--- src/rtl/adder_seq_pkg.sv ---
// Shared constants, FSM state type and sizing helper for the sequential slice adder.
package adder_seq_pkg;

  localparam int SLICE_W = 3;

  typedef enum logic [1:0] {
    IDLE = 2'd0,
    RUN  = 2'd1,
    DONE = 2'd2
  } state_t;

  function automatic int nslice(input int width);
    return width / SLICE_W;
  endfunction

endpackage

--- src/rtl/adder_slice3.sv ---
// 3-bit ripple-carry slice; port list matches the partition netlist so an approximated version drops in.
// Purely combinational, no latency, no flow control.
module adder_slice3 (
  input  logic [2:0] a,
  input  logic [2:0] b,
  input  logic       cin,
  output logic [2:0] sum,
  output logic       cout
);

  logic [3:0] c;

  always_comb begin
    c      = '0;
    sum    = '0;
    c[0]   = cin;
    for (int i = 0; i < 3; i++) begin
      sum[i]   = a[i] ^ b[i] ^ c[i];
      c[i+1]   = (a[i] & b[i]) | (a[i] & c[i]) | (b[i] & c[i]);
    end
    cout = c[3];
  end

endmodule

--- src/rtl/adder_slice_sequencer.sv ---
// Multi-cycle WIDTH-bit adder: one 3-bit slice per cycle, LSB first. Result valid NSLICE edges after accept.
// Result held stable in DONE until out_ready; new requests only accepted in IDLE (no buffering).
// Optional ADDER_SEQ_EXACT_CHECK_EN adds exact_err comparing the result against a registered exact sum.
module adder_slice_sequencer
  import adder_seq_pkg::*;
#(
  parameter int WIDTH = 12
) (
  input  logic             clk,
  input  logic             rst_n,
  input  logic             in_valid,
  output logic             in_ready,
  input  logic [WIDTH-1:0] in_a,
  input  logic [WIDTH-1:0] in_b,
  input  logic             in_cin,
  output logic             out_valid,
  input  logic             out_ready,
  output logic [WIDTH-1:0] out_sum,
  output logic             out_cout,
`ifdef ADDER_SEQ_EXACT_CHECK_EN
  output logic             exact_err,
`endif
  output logic             busy
);

  localparam int NSLICE = nslice(WIDTH);
  localparam int CNT_W  = (NSLICE > 1) ? $clog2(NSLICE) : 1;

  if ((WIDTH < SLICE_W) || ((WIDTH % SLICE_W) != 0)) begin : g_bad_width
    $error("adder_slice_sequencer: WIDTH must be a positive multiple of 3");
  end

  state_t               state;
  state_t               state_nxt;
  logic [WIDTH-1:0]     a_sh;
  logic [WIDTH-1:0]     b_sh;
  logic [WIDTH-1:0]     res_sh;
  logic                 carry;
  logic [CNT_W-1:0]     cnt;
  logic [SLICE_W-1:0]   slice_sum;
  logic                 slice_cout;
  logic                 last_step;

  assign last_step = (cnt == CNT_W'(NSLICE - 1));

  adder_slice3 u_slice (
    .a    (a_sh[SLICE_W-1:0]),
    .b    (b_sh[SLICE_W-1:0]),
    .cin  (carry),
    .sum  (slice_sum),
    .cout (slice_cout)
  );

  always_ff @(posedge clk or negedge rst_n) begin
    if (!rst_n) begin
      state <= IDLE;
    end else begin
      state <= state_nxt;
    end
  end

  always_comb begin
    state_nxt = state;
    case (state)
      IDLE:    if (in_valid)  state_nxt = RUN;
      RUN:     if (last_step) state_nxt = DONE;
      DONE:    if (out_ready) state_nxt = IDLE;
      default: state_nxt = IDLE;
    endcase
  end

  // Operands drain LSB-first while sum digits enter at the top, so res_sh is aligned after NSLICE steps.
  always_ff @(posedge clk or negedge rst_n) begin
    if (!rst_n) begin
      a_sh   <= '0;
      b_sh   <= '0;
      res_sh <= '0;
      carry  <= 1'b0;
      cnt    <= '0;
    end else begin
      case (state)
        IDLE: begin
          if (in_valid) begin
            a_sh  <= in_a;
            b_sh  <= in_b;
            carry <= in_cin;
            cnt   <= '0;
          end
        end
        RUN: begin
          res_sh <= (res_sh >> SLICE_W) | (WIDTH'(slice_sum) << (WIDTH - SLICE_W));
          a_sh   <= a_sh >> SLICE_W;
          b_sh   <= b_sh >> SLICE_W;
          carry  <= slice_cout;
          cnt    <= cnt + 1'b1;
        end
        default: ;
      endcase
    end
  end

  assign in_ready  = (state == IDLE);
  assign out_valid = (state == DONE);
  assign busy      = (state != IDLE);
  assign out_sum   = res_sh;
  assign out_cout  = carry;

`ifdef ADDER_SEQ_EXACT_CHECK_EN
  logic [WIDTH:0] exact_sum;

  always_ff @(posedge clk or negedge rst_n) begin
    if (!rst_n) begin
      exact_sum <= '0;
    end else if ((state == IDLE) && in_valid) begin
      exact_sum <= {1'b0, in_a} + {1'b0, in_b} + {{WIDTH{1'b0}}, in_cin};
    end
  end

  assign exact_err = (state == DONE) && ({carry, res_sh} != exact_sum);
`endif

endmodule

--- config.mk ---
export PLATFORM = sky130hd
export DESIGN_NAME = adder_slice_sequencer
export DESIGN_NICKNAME = d
export VERILOG_FILES = /design/src/rtl/adder_seq_pkg.sv /design/src/rtl/adder_slice3.sv /design/src/rtl/adder_slice_sequencer.sv
export SDC_FILE = /design/constraint.sdc
export NUM_CORES = 1
export LEC_CHECK = 0
export BUFFER_PORTS_ARGS = -buffer_cell sky130_fd_sc_hd__buf_2
export CELL_PAD_IN_SITES_DETAIL_PLACEMENT = 1
export CELL_PAD_IN_SITES_GLOBAL_PLACEMENT = 1
export CORE_MARGIN = 10
export CORE_UTILIZATION = 27
export CTS_CLUSTER_SIZE = 16
export DETAILED_ROUTE_END_ITERATION = 10
export PLACE_DENSITY = 0.55
export SLEW_MARGIN = 25
export SYNTH_ARGS = -nofsm -noshare
export SYNTH_HDL_FRONTEND = slang
export SYNTH_SLANG_ARGS = --single-unit
--- constraint.sdc ---
create_clock -name clk -period 4 [get_ports clk]
set_input_delay 0.2 -clock clk [delete_from_list [all_inputs] [get_ports clk]]
set_output_delay 0.2 -clock clk [all_outputs]
set_load 0.005 [all_outputs]
# Yosys cells after proc, flatten, opt, wreduce, memory -nomap -nowiden

Cells that the tools add are included.
W data, S select, Z words.

Latch bits: 0
Register bits: 41
Bits in writable memories: 0
Input port bits: 29
Memory bits (read-only): 0
Logic and storage cells: 52
Memories kept: 0
Output and inout port bits: 16

Reductions and logical operators: 5
Add/sub/neg operators: 1
Bitwise operators: 22
Mux-type cells: 12
$lt $le $gt $ge: 0
Multiply operators: 0
Divide/modulo/power cells: 0
Eq/ne operators: 6
Shifts and indexed selects: 0

Operators with widths:

| kind                  | number |
|---|---|
| $pmux W12 S2          | 2 |
| $mux W12              | 2 |
| $or A9 B12 Y12        | 1 |
| $and A1 B1 Y1         | 9 |
| $mux W2               | 4 |
| $or A1 B1 Y1          | 6 |
| $pmux W2 S3           | 1 |
| $xor A1 B1 Y1         | 6 |
| $eq A2 B2 Y1 const B  | 2 |
| $ne A2 B2 Y1 const B  | 2 |
| $pmux W2 S2           | 1 |
| $reduce_bool A2 Y1    | 2 |
| $reduce_and A3 Y1     | 1 |
| $add A2 B1 Y2 const B | 1 |
| $eq A2 B1 Y1 const B  | 1 |
| $logic_not A2 Y1      | 1 |
| $ne A2 B1 Y1 const B  | 1 |
| $pmux W1 S2           | 1 |
| $reduce_and A2 Y1     | 1 |
| $mux W1               | 1 |

# Logic depth before layout (Yosys ltp)

Gate-level depths: netlist (run 1).

Word-level depth: 10
Mapped depth: 7
Mapped depth without buffers: 7

# Cells and area by module

Synthesis (run 1) repeated with hierarchy kept, for this count alone.

Cells, all modules: 169
Area total of the unflattened synthesis: 2,042.0 um2

By module, submodules not included:

| module                | area an instance (um2) | cells an instance | sequential area each (um2) | instances |
|---|---|---|---|---|
| adder_slice_sequencer | 1,944.4                | 156               | 1,026.0                    | 1 |
| adder_slice3          | 97.6                   | 13                | 0.0                        | 1 |

# Worst setup path after synthesis (run 1)

OpenSTA, ideal clock, no wires.

Path type: reg-to-reg
Start point: reg carry, in the netlist out_cout
End point: reg carry, in the netlist out_cout
Cell stages (with the launch flop): 8
Data arrival time: 1.685 ns
Setup time: 0.111 ns
Buffers on the path: 0
Period minus slack after synthesis: 1.796 ns
Slack: 2.204 ns
Data required time: 3.889 ns
Path through: dfrtp_1 > inv_1 > fa_1 > inv_1 > fa_1 > inv_1 > fa_1 > a222oi_1

Longest elaborated chain between the ends: 10
Elaborated cells between the ends (all ways): 13
Those cells by class: mux: 1; bitwise: 12

Ends and longest elaborated chain:

| what                     | line                        | source |
|---|---|---|
| start: declaration       | adder_slice_sequencer.sv:38 | `logic carry;` |
| start signal: assignment | adder_slice_sequencer.sv:86 | `carry <= in_cin;` |
| start signal: assignment | adder_slice_sequencer.sv:94 | `carry <= slice_cout;` |
| $and A1 B1 Y1            | adder_slice3.sv:19          | `c[i+1] = (a[i] & b[i]) \| (a[i] & c[i]) \| (b[i] & c[i]);` |
| $or A1 B1 Y1             | adder_slice3.sv:19          |  |
| $or A1 B1 Y1 (*)         | adder_slice3.sv:19          |  |
| $and A1 B1 Y1            | adder_slice3.sv:19          |  |
| $or A1 B1 Y1             | adder_slice3.sv:19          |  |
| $or A1 B1 Y1 (*)         | adder_slice3.sv:19          |  |
| $and A1 B1 Y1            | adder_slice3.sv:19          |  |
| $or A1 B1 Y1             | adder_slice3.sv:19          |  |
| $or A1 B1 Y1 (*)         | adder_slice3.sv:19          |  |
| $pmux W1 S2 (*)          | adder_slice_sequencer.sv:81 | `case (state)` |

Every way passes the cells marked *; elsewhere a longest branch is shown, timed or not.
A chain may end at the register's enable or synchronous reset.

# Final worst setup path (run 1)

Start point: reg state[0]
End point: reg a_sh[7]

Longest elaborated chain between the ends: 3
Elaborated cells between the ends (all ways): 6
Those cells by class: eq/ne: 2; mux: 1; reduce/logical: 3

Ends and longest elaborated chain:

| what                                                         | line                        | source |
|---|---|---|
| start: declaration                                           | adder_slice_sequencer.sv:33 | `state_t state;` |
| start signal: assignment                                     | adder_slice_sequencer.sv:58 | `state <= state_nxt;` |
| $eq A2 B1 Y1 or $logic_not A2 Y1 (tied branches)             | adder_slice_sequencer.sv:81 |  |
| $reduce_bool A2 Y1 (no line) or $ne A2 B2 Y1 (tied branches) | n/a                         |  |
| $reduce_and A2 Y1 (no line)                                  | n/a                         |  |
| end signal: assignment                                       | adder_slice_sequencer.sv:84 | `a_sh <= in_a;` |
| end signal: assignment                                       | adder_slice_sequencer.sv:92 | `a_sh <= a_sh >> SLICE_W;` |
| end: declaration                                             | adder_slice_sequencer.sv:35 | `logic [WIDTH-1:0] a_sh;` |

Parallel ways exist; a longest one is shown, timed or not.

==> results of run 1 <==
[per-layer routing]
layer | routed length [microns] | part of all wire (%)
met5 | 0 | 0
met4 | 41 | 0.83
met3 | 356 | 7.2
met2 | 2226 | 45
met1 | 2335 | 47
[power by group through the flow]
stage	registers [mW]	clock network [mW]	logic (mW)
global route	0.821	0.301	0.913
CTS	0.787	0.287	0.830
detailed placement	0.796	0	0.824
finish	0.780	0.272	0.809
floorplan	0.723	0	0.631
global placement	0.788	0	0.799
[flip-flops by register name, summed over array words and instances (netlist names)]
name and flops:
a_sh 12, b_sh 12, cnt 2, out_cout 1
out_sum 12, state 2
[cells by family (layout without fill, tap and decap cells)]
| kind of cell | Yosys count | after routing |
|---|---|---|
| buffers and inverters | 45 | 83 |
| adder cells (fa/ha/maj) | 4 | 4 |
| AO/OA/AOI/OAI | 30 | 30 |
| flip-flops | 41 | 41 |
| AND/OR/NAND/NOR | 42 | 42 |
| multiplexers | 13 | 13 |
[layout make-up]
class,instances,area share [%]
sequential,41,43.57
clock buffer,7,3.666
timing repair buffer,46,10.20
inverter,30,4.782
multi-input combinational,89,32.52
tap,99,5.260
[final timing paths]
kind                                           to  slack [ns]  cells past startpoint
setup reg to reg              a_sh[7]$_DFFE_PN0P_        1.92                      3
setup / recovery              a_sh[7]$_DFFE_PN0P_        1.92                      3
max in group asynchronous     b_sh[5]$_DFFE_PN0P_        3.18                      2
hold / removal               state[1]$_DFFE_PN0P_        0.16                      3
min in group asynchronous  out_sum[1]$_DFFE_PN0P_        0.45                      2
hold reg to reg               a_sh[9]$_DFFE_PN0P_        0.49                      2
[per-stage QoR]
stage	power (mW)	utilization, %	std cells	hold WS [ns]	area [sq um]
finish	1.861	32.82	312	0.1591	2355
global route	2.035	32.82	312	0.1747	2355
CTS	1.903	32.64	311	0.09473	2342
detailed placement	1.620	31.44	304	0.4104	2256
global placement	1.587	31.44	304	0.4051	2256
floorplan	1.353	-	175	-0.09559	1967
[placed cells by master (no fill, tap or decap)]
cell type / count
ha_1: 1
a211oi_1: 5
a222oi_1: 13
a21oi_1: 1
o21bai_2: 1
nor2b_1: 15
dlygate4sd3_1: 1
nand2b_1: 1
inv_2: 1
clkbuf_8: 6
o2bb2ai_1: 1
mux2i_1: 3
buf_4: 2
fa_1: 3
buf_2: 43
o221ai_1: 6
clkbuf_1: 1
a22o_1: 1
o221a_2: 1
or4b_1: 1
mux2_2: 10
inv_1: 29
or2_2: 1
o21ba_2: 1
nor4b_1: 5
nand3b_1: 6
or2_1: 1
nor3b_1: 5
nand2_1: 7
dfrtp_1: 41
[repair_timing]
| action | CTS | global route |
|---|---|---|
| endpoints found under the hold margin | 0 | 41 |
| setup endpoints to repair | 0 | 0 |
| hold buffers | 0 | 1 |
| resized for setup | 0 | 0 |
[worst reg2reg max path, cell delays in order (launching register included)]
cell and delay [ns]:
dfrtp_1 0.85, nor2b_1 0.65, buf_4 0.29, a222oi_1 0.11
==> impl_metrics.env, run 1 <==
export IMPL_cts_made_buffers=5
export IMPL_yosys_warnings=0
export IMPL_reg2reg_from="state[0]$_DFFE_PN0P_"
export IMPL_first_global_vias=1596
export IMPL_gp_congestion=0.6945
export IMPL_dr_pass1_iters=10
export IMPL_drt_iter0_markers=93
export IMPL_cpLargestDelayFamily="flip-flops"
export IMPL_yosys_top_cells_count="dfrtp_1, inv_1, nor2b_1"
export IMPL_chipWidth_microns=105.4
export IMPL_detail_route_wl_per_cell_microns=15.90
export IMPL_pre_cts_ws_ns=1.925
export IMPL_setup_viol_count_final=0
export IMPL_synth_simple_area_share_pct=13.99
export IMPL_avgSynthCellArea_sq_um=11.24
export IMPL_fp_row_count=31
export IMPL_synth_fa_ha_area_share_pct=3.690
export IMPL_use_met3_pct=3.471
export IMPL_p_int_mw=1.171
export IMPL_crit_chain="nor2b_1 -> buf_4 -> a222oi_1"
export IMPL_sw_frac_of_total_pct=37.06
export IMPL_ant_nets=0
export IMPL_clock_latency_ns=0.28
export IMPL_p_comb_share_pct=43.4
export IMPL_hp_class="input port to register"
export IMPL_num_vias=1477
export IMPL_seq_area_frac_synth_pct=52.16
export IMPL_clkSinkCount=41
export IMPL_drv_cap=0
export IMPL_crit_slowest_cell="dfrtp_1"
export IMPL_synth_compound_area_share_pct=13.80
export IMPL_dp_hpwl_mm=3.435
export IMPL_drv_slew=0
export IMPL_worstPathMaxFanout=26
export IMPL_die_h_microns=105.4
export IMPL_peakVddDrop_mv=0.1822
export IMPL_drive_gt1_share_pct=30.99
export IMPL_routed_wl_mm=4.960
export IMPL_grt_usage_pct=8.803
export IMPL_finalHoldViolCount=0
export IMPL_netlist_top_cells_area="dfrtp_1, a222oi_1, mux2_2, inv_1, nor2b_1"
export IMPL_ys_seq_elements=41
export IMPL_vias_per_cell=4.734
export IMPL_min_from="out_ready"
export IMPL_rsz0062_at_grt="no"
export IMPL_skew_ns=0.002623
export IMPL_ios=45
export IMPL_core_area_sq_um=7176
export IMPL_grt_use_met2_pct=13.20
export IMPL_clock_path_buffers=2
export IMPL_synth_top_area_share_pct=52.16
export IMPL_relSlewSlack_pct=40.11
export IMPL_seq_area_sq_um=1026
export IMPL_critPathLaunchType="register"
export IMPL_synth_cell_types=28
export IMPL_cp_data_arrival_time_ns=2.19
export IMPL_clockPowerShare_pct=14.6
export IMPL_synth_async_sr_flop_share_pct=100.0
export IMPL_yosys_area_top_type="dfrtp_1"
export IMPL_worstMarginPinSlew_ns=0.8977
export IMPL_synth_top_family_by_area="simple AND/OR/NAND/NOR gates"
export IMPL_top_usage_layer="met2"
export IMPL_end_kind="register"
export IMPL_synthMuxAreaShare_pct=7.252
export IMPL_cts_setup_buffers=0
export IMPL_met1_usage_pct=11.50
export IMPL_worstPathRequired_ns=4.11
export IMPL_initial_core_util_pct=27.41
export IMPL_antenna_found_initial=0
export IMPL_p_leak_nw=1.072
export IMPL_timing_final_crit_share_pct=52.03
export IMPL_worstSetupStartpoint="state[0]$_DFFE_PN0P_"
export IMPL_buffer_ports_inserted=44
export IMPL_synth_edf_count=0
export IMPL_critPathKind="register to register"
export IMPL_fin_crit_ns=2.081
export IMPL_drc=0
export IMPL_path_buf_inv=1
export IMPL_grt_max_degree=42
export IMPL_setup_slack_ns=1.919
export IMPL_status="complete, no violations"
export IMPL_tns_ns=0
export IMPL_power_frac_seq_pct=41.9
export IMPL_nets=246
export IMPL_grt_pass1_wl_mm=8.010
export IMPL_p_sw_uw=689.7
export IMPL_h_tree_depth=2
export IMPL_n_fill_cell=807
export IMPL_root_buffer="clkbuf_8"
export IMPL_fmax_mhz=480.5
export IMPL_grt_overflow_total=0
export IMPL_die_area_sq_um=11100
export IMPL_syn_cell_area_sq_um=1967
export IMPL_syn_nets=208
export IMPL_cts_tree="yes"
export IMPL_syn2layout_area_growth_pct=19.72
export IMPL_clk_pin_slew_worst_paths_ns=0.07
export IMPL_postSynthCellCount=175
export IMPL_yosys_area_share_xor_xnor_pct=0
export IMPL_diodes=0
export IMPL_synthFlopType="dfrtp_1"
export IMPL_power_density_nw_per_um2=790.3
export IMPL_multi_input_area_sq_um=765.7
export IMPL_synth_most_common_cell="dfrtp_1"
export IMPL_critPathMaxStageDelay_ns=0.85
(Power assumes the default switching activity.)
==> run 2: changes to the inputs <==
--- a/config.mk
+++ b/config.mk
@@ -12,7 +12,7 @@
 export CORE_UTILIZATION = 27
 export CTS_CLUSTER_SIZE = 16
 export DETAILED_ROUTE_END_ITERATION = 10
-export PLACE_DENSITY = 0.55
+export PLACE_DENSITY = 0.57
 export SLEW_MARGIN = 25
 export SYNTH_ARGS = -nofsm -noshare
 export SYNTH_HDL_FRONTEND = slang
==> constraint.sdc (replaced) <==
create_clock -name clk -period 1.89 [get_ports clk]
set_input_delay 0.0945 -clock clk [delete_from_list [all_inputs] [get_ports clk]]
set_output_delay 0.0945 -clock clk [all_outputs]
set_load 0.005 [all_outputs]
==> run 2 against run 1 <==
Effect of this change: worst setup slack got worse by 1.8 ns; routed wire length up 0.65%; clock skew grew 0.0019 ns; sequential share of layout area is 1.1 points lower; die area unchanged; largest power group unchanged.
==> impl_metrics.env, run 2 (same netlist as run 1, synthesis figures left out) <==
export IMPL_clockPowerShare_pct=13.2
export IMPL_relSlewSlack_pct=63.82
export IMPL_clock_path_buffers=2
export IMPL_p_comb_share_pct=48.7
export IMPL_hold_ws_ns=0.06483
export IMPL_grt_usage_pct=9.211
export IMPL_setup_viol_count_final=0
export IMPL_routed_wl_mm=4.992
export IMPL_critPathLaunchType="register"
export IMPL_critPathKind="register to register"
export IMPL_clkSinkCount=41
export IMPL_status="complete, no violations"
export IMPL_drive_gt1_share_pct=36.94
export IMPL_met1_usage_pct=11.36
export IMPL_skew_ns=0.004563
export IMPL_p_leak_nw=1.104
export IMPL_antenna_found_initial=0
export IMPL_timing_final_crit_share_pct=95.31
export IMPL_grt_max_degree=42
export IMPL_p_total_mw=4.061
export IMPL_vias_per_cell=4.642
export IMPL_initial_core_util_pct=27.41
export IMPL_grt_use_met2_pct=14.93
export IMPL_finalHoldViolCount=0
export IMPL_root_buffer="clkbuf_8"
export IMPL_nets=256
export IMPL_drv_slew=0
export IMPL_ant_nets=0
export IMPL_grt_overflow_total=0
export IMPL_fmax_mhz=555.1
export IMPL_drv_cap=0
export IMPL_num_vias=1490
export IMPL_final_cell_mix="buf_2, dfrtp_1, inv_1"
export IMPL_rsz0062_at_grt="yes"
export IMPL_dr_pass1_iters=5
export IMPL_gp_congestion=0.7133
export IMPL_syn2layout_area_growth_pct=22.96
export IMPL_p_sw_mw=1.498
export IMPL_worstMarginPinSlew_ns=0.5427
export IMPL_power_frac_seq_pct=38.2
export IMPL_fin_crit_ns=1.801
export IMPL_worstPathRequired_ns=2.07
export IMPL_use_met3_pct=3.654
export IMPL_cts_made_buffers=5
export IMPL_drc=0
export IMPL_detail_route_wl_per_cell_microns=15.55
export IMPL_ios=45
export IMPL_diodes=0
export IMPL_chipWidth_microns=105.4
export IMPL_buffer_ports_inserted=44
export IMPL_fp_row_count=31
export IMPL_power_density_nw_per_um2=1679
export IMPL_clock_latency_ns=0.28
export IMPL_p_int_mw=2.563
export IMPL_drt_iter0_markers=143
export IMPL_grt_pass1_wl_mm=8.473
export IMPL_top_usage_layer="met2"
export IMPL_cp_data_arrival_time_ns=1.98
export IMPL_layout_commonest_cell="buf_2"
export IMPL_core_area_sq_um=7176
export IMPL_die_area_sq_um=11100
export IMPL_worstPathMaxFanout=2
export IMPL_dp_hpwl_mm=3.526
export IMPL_sw_frac_of_total_pct=36.88
export IMPL_end_kind="register"
export IMPL_first_global_vias=1705
export IMPL_clk_pin_slew_worst_paths_ns=0.08
export IMPL_cts_tree="yes"
export IMPL_hp_class="input port to register"
export IMPL_die_h_microns=105.4
export IMPL_peakVddDrop_mv=0.5771
export IMPL_h_tree_depth=2
-- run 2: changes by cell type in the layout (fill, tap and decap cells not counted), sizes merged --
| cell | delta |
|---|---|
| clkbuf | -2 |
| buf | +10 |
| clkinv | +1 |
-- run 2: power by group through the flow --
stage | Clock (mW) | Sequential, mW | Combinational (mW)
2_1_floorplan | 0 | 1.53 | 1.33
3_3_place_gp | 0 | 1.56 | 1.93
3_5_place_dp | 0 | 1.57 | 1.96
4_1_cts | 0.560 | 1.55 | 1.97
5_1_grt | 0.592 | 1.62 | 2.27
6_report | 0.534 | 1.55 | 1.98
-- run 2: area by class of cell --
cell class              instances  area, sq um
multi-input cells              89        769.5
repair buffers                 56        312.8
flip-flops and latches         41         1026
clock buffers                   5        68.82
clock inverters                 1        5.005
inverters                      30        112.6
fillers                       817         4757
well taps                      99        123.9
-- run 2: through the flow --
stage	instance area [sq um]	cells	util, %	setup TNS, ns	worst slack (ns)
finish	2419	321	33.71	0	0.08866
global placement	2320	313	32.33	0	0.07175
floorplan	1967	175	-	0	0.09381
detailed placement	2320	313	32.33	0	0.03551
global route	2419	321	33.71	-0.02300	-0.02300
CTS	2404	320	33.50	0	0.01826
-- run 2: critical path, cell delays in order (launching register included) --
cell and delay [ns]:
dfrtp_1 0.35, inv_2 0.05, fa_2 0.37, inv_2 0.06, fa_2 0.18, inv_2 0.04, fa_2 0.31, a222oi_1 0.33
-- run 2: path summary, 6_finish.rpt --
| path | startpoint | endpoint | slack (ns) | cells after the start |
|---|---|---|---|---|
| worst min register to register | cnt[0]$_DFFE_PN0P_ | cnt[0]$_DFFE_PN0P_ | 0.49 | 1 |
| worst min-delay path | out_ready | state[1]$_DFFE_PN0P_ | 0.06 | 3 |
| worst max-delay path | b_sh[0]$_DFFE_PN0P_ | out_cout$_DFFE_PN0P_ | 0.09 | 7 |
| max in group asynchronous | rst_n | a_sh[10]$_DFFE_PN0P_ | 1.10 | 3 |
| min in group asynchronous | rst_n | out_sum[0]$_DFFE_PN0P_ | 0.42 | 3 |
| worst max register to register | b_sh[0]$_DFFE_PN0P_ | out_cout$_DFFE_PN0P_ | 0.09 | 7 |
-- run 2: metal layers --
metal | routed length [microns] | vias to the layer above
met5 | 0 | -
li1 | - | 709
met2 | 2332 | 40
met1 | 2288 | 739
met3 | 350 | 2
met4 | 21 | 0
-- run 2: timing repair --
item,4_1_cts,5_1_grt
setup endpoints to repair,0,1
resized for setup,0,7
hold buffers,1,0
endpoints found under the hold margin,41,0
buffers inserted,0,1
==> run 3: changes to the inputs <==
--- a/config.mk
+++ b/config.mk
@@ -5,14 +5,15 @@
 export SDC_FILE = /design/constraint.sdc
 export NUM_CORES = 1
 export LEC_CHECK = 0
-export BUFFER_PORTS_ARGS = -buffer_cell sky130_fd_sc_hd__buf_2
+export ABC_AREA = 1
 export CELL_PAD_IN_SITES_DETAIL_PLACEMENT = 1
 export CELL_PAD_IN_SITES_GLOBAL_PLACEMENT = 1
 export CORE_MARGIN = 10
 export CORE_UTILIZATION = 27
 export CTS_CLUSTER_SIZE = 16
 export DETAILED_ROUTE_END_ITERATION = 10
-export PLACE_DENSITY = 0.57
+export DONT_BUFFER_PORTS = 1
+export PLACE_DENSITY = 0.53
 export SLEW_MARGIN = 25
 export SYNTH_ARGS = -nofsm -noshare
 export SYNTH_HDL_FRONTEND = slang
==> run 3 against run 2 <==
Effect of this change: sequential power about the same; critical path type unchanged; clock power is 12% higher; sequential cell count stayed put; global-route usage rose by 0.47 points; largest power group unchanged; synthesized cell count increased by 47%.
==> impl_metrics.env, run 3 <==
export IMPL_status="complete, no violations"
export IMPL_yosys_area_share_xor_xnor_pct=0
export IMPL_fp_row_count=31
export IMPL_fmax_mhz=560.5
export IMPL_die_area_sq_um=11320
export IMPL_ant_nets=0
export IMPL_synthFlopType="dfrtp_1"
export IMPL_vias_per_cell=4.373
export IMPL_synth_async_sr_flop_share_pct=100.0
export IMPL_drive_gt1_share_pct=7.519
export IMPL_routed_wl_mm=5.320
export IMPL_dp_hpwl_mm=3.673
export IMPL_cp_data_arrival_time_ns=1.96
export IMPL_use_met3_pct=3.502
export IMPL_grt_usage_pct=9.677
export IMPL_dr_pass1_iters=3
export IMPL_peakVddDrop_mv=0.5037
export IMPL_n_fill_cell=887
export IMPL_chipWidth_microns=106.4
export IMPL_h_tree_depth=2
export IMPL_drt_iter0_markers=36
export IMPL_relSlewSlack_pct=64.70
export IMPL_dpl_cell_area_sq_um=2113
export IMPL_root_buffer="clkbuf_8"
export IMPL_setup_slack_ns=0.1059
export IMPL_num_vias=1596
export IMPL_tns_ns=0
export IMPL_hp_class="input port to register"
export IMPL_pre_cts_ws_ns=0.09932
export IMPL_synth_compound_area_share_pct=5.090
export IMPL_core_area_sq_um=7253
export IMPL_syn2layout_area_growth_pct=14.46
export IMPL_clkSinkCount=41
export IMPL_synth_most_common_cell="nand2_1"
export IMPL_buffer_ports_inserted=0
export IMPL_grt_use_met2_pct=15.68
export IMPL_syn_nets=290
export IMPL_grt_max_degree=42
export IMPL_avgSynthCellArea_sq_um=7.843
export IMPL_yosys_warnings=0
export IMPL_synthMuxAreaShare_pct=0
export IMPL_cts_tree="yes"
export IMPL_netlist_top_cells_area="dfrtp_1, nand2_1, nand3_1, inv_1, o21ai_0"
export IMPL_nets=299
export IMPL_clock_latency_ns=0.29
export IMPL_drv_slew=0
export IMPL_worstMarginPinSlew_ns=0.5277
export IMPL_stdcell_area_sq_um=2307
export IMPL_yosys_top_cells_count="nand2_1, inv_1, dfrtp_1"
export IMPL_power_density_nw_per_um2=1708
export IMPL_ys_seq_elements=41
export IMPL_initial_core_util_pct=27.79
export IMPL_multi_input_area_sq_um=726.9
export IMPL_drc=0
export IMPL_syn_cell_area_sq_um=2016
export IMPL_synth_top_area_share_pct=50.90
export IMPL_fin_util_pct=31.81
export IMPL_cts_made_buffers=5
export IMPL_synth_top_family_by_area="simple AND/OR/NAND/NOR gates"
export IMPL_drv_cap=0
export IMPL_postSynthCellCount=257
export IMPL_grt_overflow_total=0
export IMPL_hold_ws_ns=0.01869
export IMPL_p_leak_nw=1.239
export IMPL_clk_pin_slew_worst_paths_ns=0.08
export IMPL_first_global_vias=1770
export IMPL_synth_fa_ha_area_share_pct=3.600
export IMPL_synth_edf_count=0
export IMPL_finalHoldViolCount=0
export IMPL_skew_ns=0.007491
export IMPL_synth_simple_area_share_pct=27.37
export IMPL_worstPathMaxFanout=2
export IMPL_die_h_microns=106.4
export IMPL_synth_cell_types=18
export IMPL_ios=45
export IMPL_met1_usage_pct=11.76
export IMPL_layout_commonest_cell="nand2_1"
export IMPL_seq_area_sq_um=1026
export IMPL_setup_viol_count_final=0
export IMPL_rsz0062_at_grt="no"
export IMPL_gp_congestion=0.6849
export IMPL_antenna_found_initial=0
export IMPL_critPathLaunchType="register"
export IMPL_top_usage_layer="met2"
export IMPL_clock_path_buffers=2
export IMPL_worstPathRequired_ns=2.07
export IMPL_yosys_area_top_type="dfrtp_1"
export IMPL_fin_crit_ns=1.784
export IMPL_detail_route_wl_per_cell_microns=14.58
export IMPL_seq_area_frac_synth_pct=50.90
export IMPL_final_cell_mix="nand2_1, inv_1, dfrtp_1"
export IMPL_timing_final_crit_share_pct=94.40
export IMPL_end_kind="register"
export IMPL_diodes=0
export IMPL_critPathKind="register to register"
export IMPL_grt_pass1_wl_mm=8.921
## run 3: layout make-up
class                           instances  area share (%)
Inverter                               51           8.297
Tap cell                               99           5.369
Multi-Input combinational cell        152           31.51
Timing Repair Buffer                   15           6.616
Sequential cell                        41           44.47
Clock buffer                            7           3.742
## run 3: per-stage QoR
step	total power [mW]	cells
2_1_floorplan	2.905	257
4_1_cts	4.043	365
3_3_place_gp	3.327	349
3_5_place_dp	3.389	349
5_1_grt	4.423	365
6_report	3.941	365
## run 3: power breakdown
part	switching, mW	internal [mW]
registers	0.276	1.30
clock network	0.306	0.290
logic	1.15	0.618
total	1.74	2.21
## run 3: worst paths after layout
check                      depth (start not counted)                       to  slack (ns)            startpoint
min in group asynchronous                          2     b_sh[10]$_DFFE_PN0P_        0.31                 rst_n
hold reg to reg                                    1       cnt[0]$_DFFE_PN0P_        0.50    cnt[0]$_DFFE_PN0P_
hold / removal                                     4      a_sh[5]$_DFFE_PN0P_        0.02               in_a[5]
max in group asynchronous                          2   out_sum[0]$_DFFE_PN0P_        1.36                 rst_n
setup reg to reg                                   7  out_sum[11]$_DFFE_PN0P_        0.11  out_cout$_DFFE_PN0P_
setup / recovery                                   7  out_sum[11]$_DFFE_PN0P_        0.11  out_cout$_DFFE_PN0P_
## run 3: metal layers
layer	share of wire, %	wire, microns
met3	6.0	320
met2	46	2472
met1	46	2471
met4	1.0	55
met5	0	0
## run 3: logic make-up (layout without fill, tap and decap cells)
| group | Yosys count | in the layout |
|---|---|---|
| compound gates | 19 | 19 |
| buf+inv | 64 | 73 |
| flops | 41 | 41 |
| fa+ha+maj | 4 | 4 |
| simple gates | 129 | 129 |
## run 3: critical path, stage by stage, from the launching register on
cell and delay, ns:
dfrtp_1 0.36, inv_1 0.07, fa_1 0.41, inv_1 0.08
fa_1 0.17, inv_1 0.05, fa_1 0.48, o21ai_1 0.07
## run 3: what timing repair did
item,CTS,global route
endpoints found under the setup margin,0,1
hold buffers,9,0
setup buffers,0,0
gates resized for setup,0,1
hold endpoints to repair,48,0
